File: src/rtl/mdr_pkg.sv
// mdr_pkg: shared constants and types for the MDR result BCD formatter
package mdr_pkg;
  localparam int BCD_DIGITS = 5;
  localparam int BCD_W = 4 * BCD_DIGITS;
  localparam logic [3:0] BLANK_DIGIT = 4'hF;
  typedef enum logic [1:0] {IDLE, CONV_RES, CONV_REM, DONE} bcd_state_t;
endpackage

File: src/rtl/bcd_serial_conv.sv
// bcd_serial_conv: serial double-dabble engine, one binary bit per enabled cycle
module bcd_serial_conv
  import mdr_pkg::*;
#(
  parameter int DW = 16,
  parameter int DIGITS = BCD_DIGITS
) (
  input  logic                clk,
  input  logic                rst,
  input  logic                load,
  input  logic                en,
  input  logic [DW-1:0]       bin_in,
  output logic [4*DIGITS-1:0] bcd_nxt,
  output logic                fin
);
  localparam int CW = $clog2(DW + 1);
  logic [DW-1:0] bin;
  logic [4*DIGITS-1:0] bcd, adj;
  logic [CW-1:0] cnt;
  for (genvar d = 0; d < DIGITS; d++) begin : g_adj
    assign adj[4*d+:4] = bcd[4*d+:4] >= 4'd5 ? bcd[4*d+:4] + 4'd3 : bcd[4*d+:4];
  end
  assign bcd_nxt = {adj[4*DIGITS-2:0], bin[DW-1]};
  assign fin = en & (cnt == CW'(DW - 1));
  always_ff @(posedge clk)
    if (rst) begin
      bin <= '0;
      bcd <= '0;
      cnt <= '0;
    end else if (load) begin
      bin <= bin_in;
      bcd <= '0;
      cnt <= '0;
    end else if (en) begin
      bin <= {bin[DW-2:0], 1'b0};
      bcd <= bcd_nxt;
      cnt <= fin ? '0 : cnt + CW'(1);
    end
endmodule

File: src/rtl/mdr_result_bcd.sv
// mdr_result_bcd: converts MDR Result/Reminder to sign + packed BCD display words
module mdr_result_bcd
  import mdr_pkg::*;
#(
  parameter int DW = 16,
  parameter int DIGITS = BCD_DIGITS
) (
  input  logic                clk,
  input  logic                rst,
  input  logic                ready_in,
  input  logic                error_in,
  input  logic [DW-1:0]       result_in,
  input  logic [DW-1:0]       reminder_in,
  output logic [4*DIGITS-1:0] res_bcd,
  output logic                res_neg,
  output logic [4*DIGITS-1:0] rem_bcd,
  output logic                rem_neg,
  output logic                err_out,
  output logic                busy,
  output logic                done
);
  localparam int BW = 4 * DIGITS;
  bcd_state_t state, nxt;
  logic ready_q, pending, hold_err, err_flag, res_neg_s, rem_neg_s;
  logic [DW-1:0] hold_res, hold_rem, rem_cap, bin_in;
  logic [BW-1:0] res_sh, rem_sh, bcd_nxt;
  logic start, idle_like, launch, r_err, fin, load, conv;
  logic [DW-1:0] r_res, r_rem;
  function automatic logic [DW-1:0] mag(input logic [DW-1:0] v);
    return v[DW-1] ? ~v + DW'(1) : v;
  endfunction
  assign start = ready_in & ~ready_q;
  assign idle_like = state == IDLE || state == DONE;
  assign r_err = pending ? hold_err : error_in;
  assign r_res = pending ? hold_res : result_in;
  assign r_rem = pending ? hold_rem : reminder_in;
  assign launch = idle_like & (pending | start);
  assign conv = state == CONV_RES || state == CONV_REM;
  assign load = (launch & ~r_err) | (state == CONV_RES & fin);
  assign bin_in = state == CONV_RES ? mag(rem_cap) : mag(r_res);
  bcd_serial_conv #(.DW(DW), .DIGITS(DIGITS)) u_conv (
    .clk(clk), .rst(rst), .load(load), .en(conv), .bin_in(bin_in),
    .bcd_nxt(bcd_nxt), .fin(fin)
  );
  always_ff @(posedge clk)
    state <= rst ? IDLE : nxt;
  always_comb
    nxt = launch ? (r_err ? DONE : CONV_RES)
        : state == DONE ? IDLE
        : fin ? (state == CONV_RES ? CONV_REM : DONE)
        : state;
  always_ff @(posedge clk)
    if (rst) begin
      ready_q <= 1'b0;
      pending <= 1'b0;
      hold_err <= 1'b0;
      hold_res <= '0;
      hold_rem <= '0;
      err_flag <= 1'b0;
      rem_cap <= '0;
      res_neg_s <= 1'b0;
      rem_neg_s <= 1'b0;
      res_sh <= '0;
      rem_sh <= '0;
      res_bcd <= '0;
      rem_bcd <= '0;
      res_neg <= 1'b0;
      rem_neg <= 1'b0;
      err_out <= 1'b0;
      busy <= 1'b0;
      done <= 1'b0;
    end else begin
      ready_q <= ready_in;
      done <= state == DONE;
      if (launch) begin
        err_flag <= r_err;
        rem_cap <= r_rem;
        res_neg_s <= ~r_err & r_res[DW-1];
        rem_neg_s <= ~r_err & r_rem[DW-1];
        busy <= 1'b1;
      end else if (state == DONE) busy <= 1'b0;
      if (start & (~idle_like | pending)) begin
        pending <= 1'b1;
        hold_err <= error_in;
        hold_res <= result_in;
        hold_rem <= reminder_in;
      end else if (launch) pending <= 1'b0;
      if (state == CONV_RES & fin) res_sh <= bcd_nxt;
      if (state == CONV_REM & fin) rem_sh <= bcd_nxt;
      if (state == DONE) begin
        res_bcd <= err_flag ? {DIGITS{BLANK_DIGIT}} : res_sh;
        rem_bcd <= err_flag ? {DIGITS{BLANK_DIGIT}} : rem_sh;
        res_neg <= res_neg_s;
        rem_neg <= rem_neg_s;
        err_out <= err_flag;
      end
    end
endmodule
File: config.mk
export PLATFORM = sky130hd
export DESIGN_NAME = mdr_result_bcd
export DESIGN_NICKNAME = d
export VERILOG_FILES = /design/src/rtl/mdr_pkg.sv /design/src/rtl/bcd_serial_conv.sv /design/src/rtl/mdr_result_bcd.sv
export SDC_FILE = /design/constraint.sdc
export NUM_CORES = 1
export LEC_CHECK = 0
export CORE_UTILIZATION = 67
export DETAILED_ROUTE_END_ITERATION = 10
export DONT_BUFFER_PORTS = 1
export PLACE_DENSITY_LB_ADDON = 0.1
export SYNTH_ARGS = -nofsm -noshare
export SYNTH_HDL_FRONTEND = slang
export SYNTH_SLANG_ARGS = --single-unit
File: constraint.sdc
create_clock -name clk -period 9 [get_ports clk]
set_input_delay 0 -clock clk [delete_from_list [all_inputs] [get_ports clk]]
set_output_delay 0 -clock clk [all_outputs]
set_load 0.02 [all_outputs]
==> results.py, run 1 <==
metrics = {
    "status": {
        "status": "complete, no violations",
    },
    "die": {
        "die_h_um": 114,
        "core-area_sq_mm": 0.0121,
        "rows": 40,
        "dieWidth_um": 114,
        "die-area_sq_mm": 0.0129,
        "ios": 81,
        "initial_core_util_pct": 69.3,
    },
    "placed_design": {
        "gp_congestion": 0.927,
        "io_buffers": 0,
        "dpl.cell_count": 1124,
        "hpwl_um": 13700,
        "place_area_sq_mm": 0.00832,
    },
    "final_layout": {
        "mostFrequentLayoutCell": "dfxtp_1",
        "drive_above_1_share_pct": 5.57,
        "nNetsFinal": 1063,
        "diodes": 0,
        "fillCellCount": 822,
        "final_util_pct": 77.4,
        "post_layout_nonfiller_instances": 1191,
        "design_area_sq_mm": 0.00933,
        "final_cell_mix": "dfxtp_1, nand2_1, nor2_1, a21oi_1, a211oi_1",
        "seq_area_sq_mm": 0.00364,
        "syn_to_final_growth_pct": 11.7,
        "multiInputGateArea_sq_mm": 0.00432,
    },
    "sta": {
        "hold_violations": 0,
        "slew_headroom_pct": 18.8,
        "rsz0062_at_grt": "no",
        "worst_pin_slew_ps": 1210,
        "fin_skew_ps": 8.58,
        "fin_crit_sh_pct": 37.7,
        "drv_slew": 0,
        "period_needed_ps": 3390,
        "max_freq_ghz": 0.295,
        "setup_viol_count_final": 0,
        "fin_setup_tns_ps": 0,
    },
    "synthesis": {
        "synth.distinct_cells": 64,
        "synth-adder-area-share_pct": 2.55,
        "async_flop_share_pct": 0,
        "synth_compound_area_share_pct": 20.9,
        "synth_xor_xnor_area_share_pct": 2.20,
        "syn_area_per_cell_sq_um": 8.19,
        "syn-num-nets": 1073,
        "synth_edf_count": 0,
        "syn_area_sq_mm": 0.00835,
        "synth_top_family_by_area": "compound AO/OA/AOI/OAI gates",
        "yosysSeqAreaShare_pct": 43.6,
        "yosys_most_used_dff": "dfxtp_1",
        "synth-simple-area-share_pct": 20.1,
        "synthCells": 1020,
        "synth_seq_cells": 182,
        "muxShareOfSynthArea_pct": 5.81,
        "synth_warnings": 0,
    },
    "routing": {
        "vias": 7385,
        "wl_um": 20600,
        "dr.pass1.iters": 7,
        "routedWlPerCell_um": 17.3,
        "detailedRoute.firstIterationViolations": 767,
        "drc": 0,
        "avgViaCountPerCell": 6.20,
        "ant_nets": 0,
    },
    "critical_path": {
        "path_cells": "inv_1 > ha_1 > buf_4 > a21oi_1 > o21ba_2 > a21oi_2 > nand2_1 > a211oi_1",
        "path_max_fanout": 38,
        "startpoint_type": "register",
        "slowest_stage": "nand2_1",
        "cp-end-kind": "register",
        "reg2reg_from": "state[0]",
        "crit_path_start": "state[0]",
        "cp.required_ps": 9330,
        "crit_type": "register to register",
        "slowest_delay_ps": 600,
        "critPathArrivalTime_ps": 3720,
    },
    "grt": {
        "grt_pass1_vias": 6694,
        "grt_overflow": 0,
        "met2_usage_pct": 50.8,
        "antenna_found_initial": 0,
        "busiest_layer": "met2",
        "grt_max_degree": 159,
        "use_met3_pct": 5.53,
        "track_usage_pct": 32.5,
        "grt_pass1_wl_um": 33400,
        "use_met1_pct": 46.4,
    },
    "clock_network": {
        "cts_tree": "built",
        "cts_resized": 0,
        "insertion_delay_ps": 430,
        "root_buffer": "clkbuf_16",
        "cts.sinks": 182,
        "postCtsSetupRepairBufs": 0,
        "h-tree-depth": 4,
        "clkTransAtPathRegs_ps": 70,
        "cts_buffers": 17,
        "cts_buffer_depth": 2,
    },
    "pwr": {
        "p_total_mw": 2.14,
        "p_leak_nw": 3.20,
        "peakVddDrop_v": 0.000152,
        "powerDensity_mw_per_mm2": 229,
    },
    "min_path": {
        "hold_path_class": "input pin to register",
        "hold_path.startpoint": "rst",
    },
    "run": {
        "drv_cap": 0,
    },
}
==> power by group <==
group | internal (mW) | switching, mW | leakage [nW] | total, mW
Clock | 0.464 | 0.332 | 0.312 | 0.796
Sequential | 0.864 | 0.0672 | 1.48 | 0.931
Combinational | 0.157 | 0.251 | 1.41 | 0.408
==> synthesized netlist by cell type (3+ instances only) <==
cell type	instances	area share, %
and2_1	7	0.52
a31oi_1	6	0.45
ha_1	17	2.5
a21oi_1	108	6.5
o21ai_0	24	1.4
nand3_1	11	0.66
mux2i_1	44	5.3
o211ai_1	3	0.27
or3_1	8	0.60
clkbuf_1	47	2.1
a22oi_1	7	0.63
or4_1	3	0.27
nor2_1	125	5.6
buf_4	5	0.45
xor2_1	3	0.31
inv_1	25	1.1
o21ai_1	3	0.18
a2111oi_0	3	0.31
nor3b_1	11	0.99
nor4_1	6	0.45
nand4_1	5	0.37
nor2b_1	8	0.60
buf_1	6	0.27
dfxtp_1	182	44
nand2_1	149	6.7
buf_2	12	0.72
a211oi_1	47	4.2
o22ai_1	40	3.0
o31ai_1	7	0.63
xnor2_1	18	1.9
nand2b_1	11	0.82
nor3_1	24	1.4
mux2_2	4	0.54
==> what timing repair did <==
action                                 CTS  global route
hold buffers                            35             0
setup endpoints to repair                0             0
endpoints found under the hold margin  159             0
==> state kept, by name, indices dropped and copies added (netlist names), 2 cells and up <==
register	flops
hold_res	16
u_conv.cnt	5
rem_bcd	20
u_conv.bcd	20
rem_sh	20
u_conv.bin	16
hold_rem	16
res_sh	20
rem_cap	16
state	2
res_bcd	20
==> area by class of cell <==
cell class / instances / area share [%]
tap: 168 / 2.25
sequential: 182 / 39.1
timing repair buffer: 42 / 4.51
multi-input combinational: 742 / 46.3
inverter: 25 / 1.01
clock inverter: 12 / 1.98
clock buffer: 20 / 4.89
==> metrics by stage <==
stage / hold WS (ps) / worst slack, ps
CTS: 5.24 / 5680
floorplan: 128 / 6070
detailed placement: 79.5 / 5700
global route: 35.7 / 5290
global placement: 78.0 / 5800
finish: 13.4 / 5610
==> critical path: cells and delay by family, from the launching register on <==
family	cells	cell delay (ps)
AOI/OAI and AO/OA	4	1620
and+or+nand+nor	1	600
DFF	1	400
buffers and inverters	2	340
adders and majority gates	1	310
==> logic make-up after synthesis <==
group / Yosys count
AOI/OAI and AO/OA: 279
xor gates and xnor gates: 21
adders and majority gates: 17
buffers and inverters: 96
DFF: 182
muxes: 48
and+or+nand+nor: 377
==> per-layer routing <==
| metal | wire length [um] | share of wire (%) |
|---|---|---|
| met1 | 9670 | 47 |
| met2 | 9490 | 46 |
| met3 | 1290 | 6.3 |
| met4 | 184 | 0.89 |
| met5 | 0 | 0 |
==> path summary, 6_finish.rpt <==
path	slack (ps)	endpoint	cells after the start
max	5610	u_conv.bcd[16]	8
min	10	res_neg	2
max reg2reg	5610	u_conv.bcd[16]	8
min reg2reg	450	hold_rem[5]	2
(Power assumes the default switching activity.)
==> inputs of run 2 (changes only) <==
Settings changed: CORE_UTILIZATION 67 to 63.
Clock period 9 ns to 3.6 ns, I/O delays scaled along.
==> run 2 against run 1 <==
Cell area up 1.0%. Critical path depth down 1. Total power rose to 2.5 times the previous value. Worst setup slack worse by 5000 ps. Via count up 1.4%. Routed wire length up 4.2%. Combinational power rose to 2.6 times the previous value. Clock power rose to 2.5 times the previous value. Critical path type unchanged. Critical endpoint is now u_conv.bin[14].
==> results.py, run 2 (synthesis results as in run 1) <==
metrics = {
    "placed_design": {
        "dpl.cell_count": 1139,
        "io_buffers": 0,
        "hpwl_um": 14100,
        "gp_congestion": 0.911,
        "place_area_sq_mm": 0.00841,
    },
    "critical_path": {
        "path_cells": "mux2i_1 > ha_1 > nor4bb_1 > o22ai_1 > or4_1 > o2111ai_1 > a31oi_1",
        "critPathArrivalTime_ps": 3290,
        "crit_path_start": "pending",
        "startpoint_type": "register",
        "worst_path_dominant_cell_family": "simple AND/OR/NAND/NOR gates",
        "path_max_fanout": 20,
        "slowest_delay_ps": 750,
        "reg2reg_depth": 7,
        "cp.required_ps": 3890,
        "r2r_slack_ps": 600,
        "critPathBufInv": 0,
        "reg2reg_from": "pending",
        "slowest_stage": "dfxtp_2",
        "crit_type": "register to register",
        "cp-end-kind": "register",
        "worstReg2RegEnd": "u_conv.bin[14]",
    },
    "final_layout": {
        "syn_to_final_growth_pct": 12.9,
        "mostFrequentLayoutCell": "dfxtp_1",
        "post_layout_nonfiller_instances": 1205,
        "multiInputGateArea_sq_mm": 0.00432,
        "seq_area_sq_mm": 0.00364,
        "fillCellCount": 976,
        "nNetsFinal": 1075,
        "diodes": 0,
        "drive_above_1_share_pct": 6.29,
        "final_cell_mix": "dfxtp_1, nand2_1, nor2_1, a21oi_1, a211oi_1",
        "design_area_sq_mm": 0.00943,
    },
    "status": {
        "status": "complete, no violations",
    },
    "sta": {
        "max_freq_ghz": 0.333,
        "setup_viol_count_final": 0,
        "fin_skew_ps": 9.79,
        "drv_slew": 0,
        "fin_setup_tns_ps": 0,
        "hold_violations": 0,
        "fin_crit_sh_pct": 83.3,
        "rsz0062_at_grt": "no",
        "worst_pin_slew_ps": 640,
        "slew_headroom_pct": 56.1,
        "period_needed_ps": 3000,
    },
    "routing": {
        "vias": 7487,
        "ant_nets": 0,
        "avgViaCountPerCell": 6.21,
        "routedWlPerCell_um": 17.8,
        "dr.pass1.iters": 5,
        "drc": 0,
        "detailedRoute.firstIterationViolations": 611,
        "wl_um": 21500,
    },
    "clock_network": {
        "cts_buffers": 17,
        "cts_resized": 0,
        "cts.sinks": 182,
        "cts_buffer_depth": 2,
        "insertion_delay_ps": 430,
        "clkTransAtPathRegs_ps": 70,
        "root_buffer": "clkbuf_16",
        "h-tree-depth": 4,
        "cts_tree": "built",
    },
    "die": {
        "die-area_sq_mm": 0.0137,
        "dieWidth_um": 117,
        "rows": 41,
        "core-area_sq_mm": 0.0128,
        "initial_core_util_pct": 65.4,
        "ios": 81,
        "die_h_um": 117,
    },
    "grt": {
        "grt_pass1_vias": 6799,
        "grt_max_degree": 159,
        "antenna_found_initial": 0,
        "grt_overflow": 0,
        "track_usage_pct": 32.1,
        "grt_pass1_wl_um": 34000,
    },
    "min_path": {
        "hold_path.startpoint": "rst",
        "hold_end": "u_conv.bin[9]",
        "hold_path_class": "input pin to register",
        "holdPathStages": 2,
    },
    "pwr": {
        "p_leak_nw": 3.26,
        "peakVddDrop_v": 0.000363,
        "powerDensity_mw_per_mm2": 574,
    },
    "run": {
        "drv_cap": 0,
    },
}
[run 2: cell types whose count changed in the layout (fill, tap and decap cells not counted), sizes merged]
| cell | previous run | this run |
|---|---|---|
| buf | 8 | 19 |
| bufinv | 3 | 5 |
| dlygate4sd3 | 34 | 35 |
| inv | 31 | 27 |
[run 2: cell type report]
cell class              count  share of cell area [%]
repair buffers             54                    5.44
inverters                  25                   0.995
flip-flops and latches    182                    38.7
clock buffers              20                    4.74
clock inverters            10                    2.07
well taps                 172                    2.28
multi-input cells         742                    45.8
[run 2: metrics by stage]
stage	power, mW	util, %	hold slack (ps)	setup slack, ps
3_5_place_dp	3.34	65.8	80.1	669
5_1_grt	5.64	73.8	45.0	373
2_1_floorplan	3.11	-	128	667
6_report	5.41	73.8	18.7	600
3_3_place_gp	3.30	65.8	76.8	718
4_1_cts	5.41	73.8	2.76	649
[run 2: power breakdown]
part	total, mW	switching [mW]	internal [mW]	leakage, nW
Sequential	2.34	0.180	2.16	1.48
Combinational	1.05	0.632	0.414	1.47
Clock	2.02	0.769	1.25	0.309
[run 2: per-layer routing]
metal | global-route usage [%] | up-vias | share of wire, %
li1 | - | 3617 | -
met1 | 43.9 | 3562 | 46
met2 | 52.1 | 288 | 46
met3 | 6.69 | 20 | 6.9
met4 | 7.34 | 0 | 0.87
met5 | 0 | - | 0
[run 2: how the worst max path moves through the flow]
stage / end / cells after the start / slack [ps]
6_report: u_conv.bin[14] / 7 / 600
3_3_place_gp: u_conv.bin[14] / 6 / 720
5_1_grt: u_conv.bin[14] / 7 / 370
4_1_cts: u_conv.bin[14] / 7 / 650
2_1_floorplan: u_conv.bin[14] / 11 / 670
3_5_place_dp: u_conv.bin[14] / 7 / 670
[run 2: timing repair]
| action | in CTS | in global routing |
|---|---|---|
| endpoints found under the setup margin | 0 | 0 |
| hold endpoints to repair | 159 | 0 |
| buffers inserted | 0 | 0 |
| hold buffers | 36 | 0 |
[run 2: worst register-to-register path, cell delays in order, from the launching register on]
cell and delay (ps):
dfxtp_2 750, mux2i_1 340, ha_1 220, nor4bb_1 450, o22ai_1 320, or4_1 580
o2111ai_1 120, a31oi_1 100
==> inputs of run 3 (changes only) <==
Clock period 3.6 ns to 3.05 ns, I/O delays scaled along.
==> run 3 against run 2 <==
The run now ends with hold timing left. Register-to-register slack worse by 200 ps. Fmax up 13%. Total power increased by 13%. Critical path depth unchanged. Cell area shrank 0.88%. Clock power is 5% higher. Routed wire length decreased by 1.4%. Global-route usage is 0.21 points lower. Combinational power is 19% higher. Utilization down 0.65 points. Largest cell class unchanged. Largest power group unchanged.
==> results.py, run 3 (synthesis results as in run 1) <==
metrics = {
    "clock_network": {
        "insertion_delay_ps": 430,
        "h-tree-depth": 4,
        "cts_buffers": 17,
        "root_buffer": "clkbuf_16",
        "cts_tree": "built",
        "cts_buffer_depth": 2,
        "postCtsSetupRepairBufs": 0,
        "cts.sinks": 182,
        "clkTransAtPathRegs_ps": 70,
    },
    "final_layout": {
        "seq_area_sq_mm": 0.00364,
        "multiInputGateArea_sq_mm": 0.00432,
        "final_cell_mix": "dfxtp_1, nand2_1, nor2_1, a21oi_1, a211oi_1",
        "nNetsFinal": 1074,
        "mostFrequentLayoutCell": "dfxtp_1",
        "fillCellCount": 989,
        "post_layout_nonfiller_instances": 1205,
        "syn_to_final_growth_pct": 11.9,
        "drive_above_1_share_pct": 6.58,
        "diodes": 0,
    },
    "pwr": {
        "peakVddDrop_v": 0.000521,
        "power.share.clock_pct": 34.7,
        "p_seq_share_pct": 44.8,
        "power.share.switching_pct": 31.0,
        "p_int_mw": 4.22,
        "powerDensity_mw_per_mm2": 654,
        "power.switching_mw": 1.89,
        "pwr-share-comb_pct": 20.5,
        "p_leak_nw": 3.23,
    },
    "critical_path": {
        "slowest_delay_ps": 590,
        "critPathArrivalTime_ps": 2930,
        "worst_path_dominant_cell_family": "simple AND/OR/NAND/NOR gates",
        "startpoint_type": "register",
        "slowest_stage": "or4_1",
        "path_cells": "mux2i_1 > ha_1 > nor4bb_1 > o22ai_1 > or4_1 > o2111ai_1 > a31oi_1",
        "crit_type": "register to register",
        "path_max_fanout": 8,
        "critPathBufInv": 0,
        "cp.required_ps": 3340,
        "cp-end-kind": "register",
    },
    "routing": {
        "drc": 0,
        "ant_nets": 0,
        "detailedRoute.firstIterationViolations": 817,
        "dr.pass1.iters": 5,
        "wl_um": 21200,
        "routedWlPerCell_um": 17.6,
        "vias": 7466,
        "avgViaCountPerCell": 6.20,
    },
    "grt": {
        "track_usage_pct": 31.9,
        "busiest_layer": "met2",
        "grt_pass1_vias": 6621,
        "grt_overflow": 0,
        "use_met1_pct": 44.4,
        "grt_pass1_wl_um": 33500,
        "antenna_found_initial": 0,
        "grt_max_degree": 159,
        "use_met3_pct": 6.49,
        "met2_usage_pct": 50.4,
    },
    "die": {
        "rows": 41,
        "die_h_um": 117,
        "core-area_sq_mm": 0.0128,
        "dieWidth_um": 117,
        "ios": 81,
        "initial_core_util_pct": 65.4,
        "die-area_sq_mm": 0.0137,
    },
    "placed_design": {
        "hpwl_um": 14200,
        "dpl.cell_count": 1139,
        "gp_congestion": 0.897,
        "io_buffers": 0,
    },
    "sta": {
        "fin_hold_ws_ps": -6.49,
        "hold_violations": 1,
        "rsz0062_at_grt": "no",
        "slew_headroom_pct": 18.8,
        "drv_slew": 0,
        "setup_viol_count_final": 0,
        "fin_skew_ps": 11.6,
        "max_freq_ghz": 0.378,
        "period_needed_ps": 2650,
        "worst_pin_slew_ps": 1210,
        "fin_crit_sh_pct": 86.8,
        "fin_setup_tns_ps": 0,
    },
    "min_path": {
        "hold_path_class": "input pin to register",
    },
    "run": {
        "drv_cap": 0,
    },
    "status": {
        "violations": "hold timing",
        "status": "finished with violations",
    },
}
run 3: changes by cell type in the layout (fill, tap and decap cells not counted):
cell / delta
bufinv_16: -4
clkbuf_1: -2
clkbuf_8: +1
clkinv_2: +3
clkinv_4: -1
dlygate4sd3_1: -1
inv_6: +4
run 3: metrics by stage:
| stage | hold slack, ps | area (sq um) | setup WS (ps) | total power [mW] | util, % |
|---|---|---|---|---|---|
| floorplan | 128 | 8350 | 117 | 3.68 | - |
| CTS | 0.657 | 9350 | 449 | 6.11 | 73.2 |
| global placement | 76.9 | 8410 | 539 | 3.89 | 65.8 |
| detailed placement | 77.8 | 8410 | 473 | 3.94 | 65.8 |
| finish | -6.49 | 9350 | 403 | 6.11 | 73.2 |
| global route | 36.3 | 9350 | 181 | 6.37 | 73.2 |
run 3: metal layers:
| metal | vias to the layer above | wire, um |
|---|---|---|
| met5 | - | 0 |
| met4 | 0 | 231 |
| met3 | 20 | 1570 |
| met2 | 283 | 9760 |
| met1 | 3556 | 9660 |
| li1 | 3607 | - |
run 3: repair_timing:
item / CTS / global route
hold buffers: 35 / 0
resized for setup: 0 / 0
hold endpoints to repair: 159 / 0
setup endpoints to repair: 0 / 0
run 3: final timing paths:
kind | startpoint | end | slack, ps | depth (start not counted)
max reg2reg | pending | u_conv.bin[14] | 400 | 7
max | pending | u_conv.bin[14] | 400 | 7
min | rst | hold_res[5] | -6 | 2
min reg2reg | hold_rem[0] | hold_rem[0] | 450 | 2
run 3: power groups by stage:
stage	sequential [mW]	combinational, mW	clock [mW]
floorplan	2.74	0.938	0
global placement	2.78	1.11	0
detailed placement	2.79	1.15	0
CTS	2.74	1.23	2.14
global route	2.76	1.38	2.22
finish	2.74	1.25	2.12
run 3: area by class of cell:
cell class / instances / area share, %
clock buffer: 19 / 4.85
multi-input combinational: 742 / 46.2
tap: 172 / 2.30
timing repair buffer: 53 / 5.38
sequential: 182 / 39.0
clock inverter: 12 / 1.25
inverter: 25 / 1.00
run 3: worst reg2reg max path, delay by kind of cell, from the launching register on:
kind	cells	cell delay (ps)
and+or+nand+nor	2	1060
AOI/OAI and AO/OA	3	570
DFF	1	370
muxes	1	280
adders and majority gates	1	230
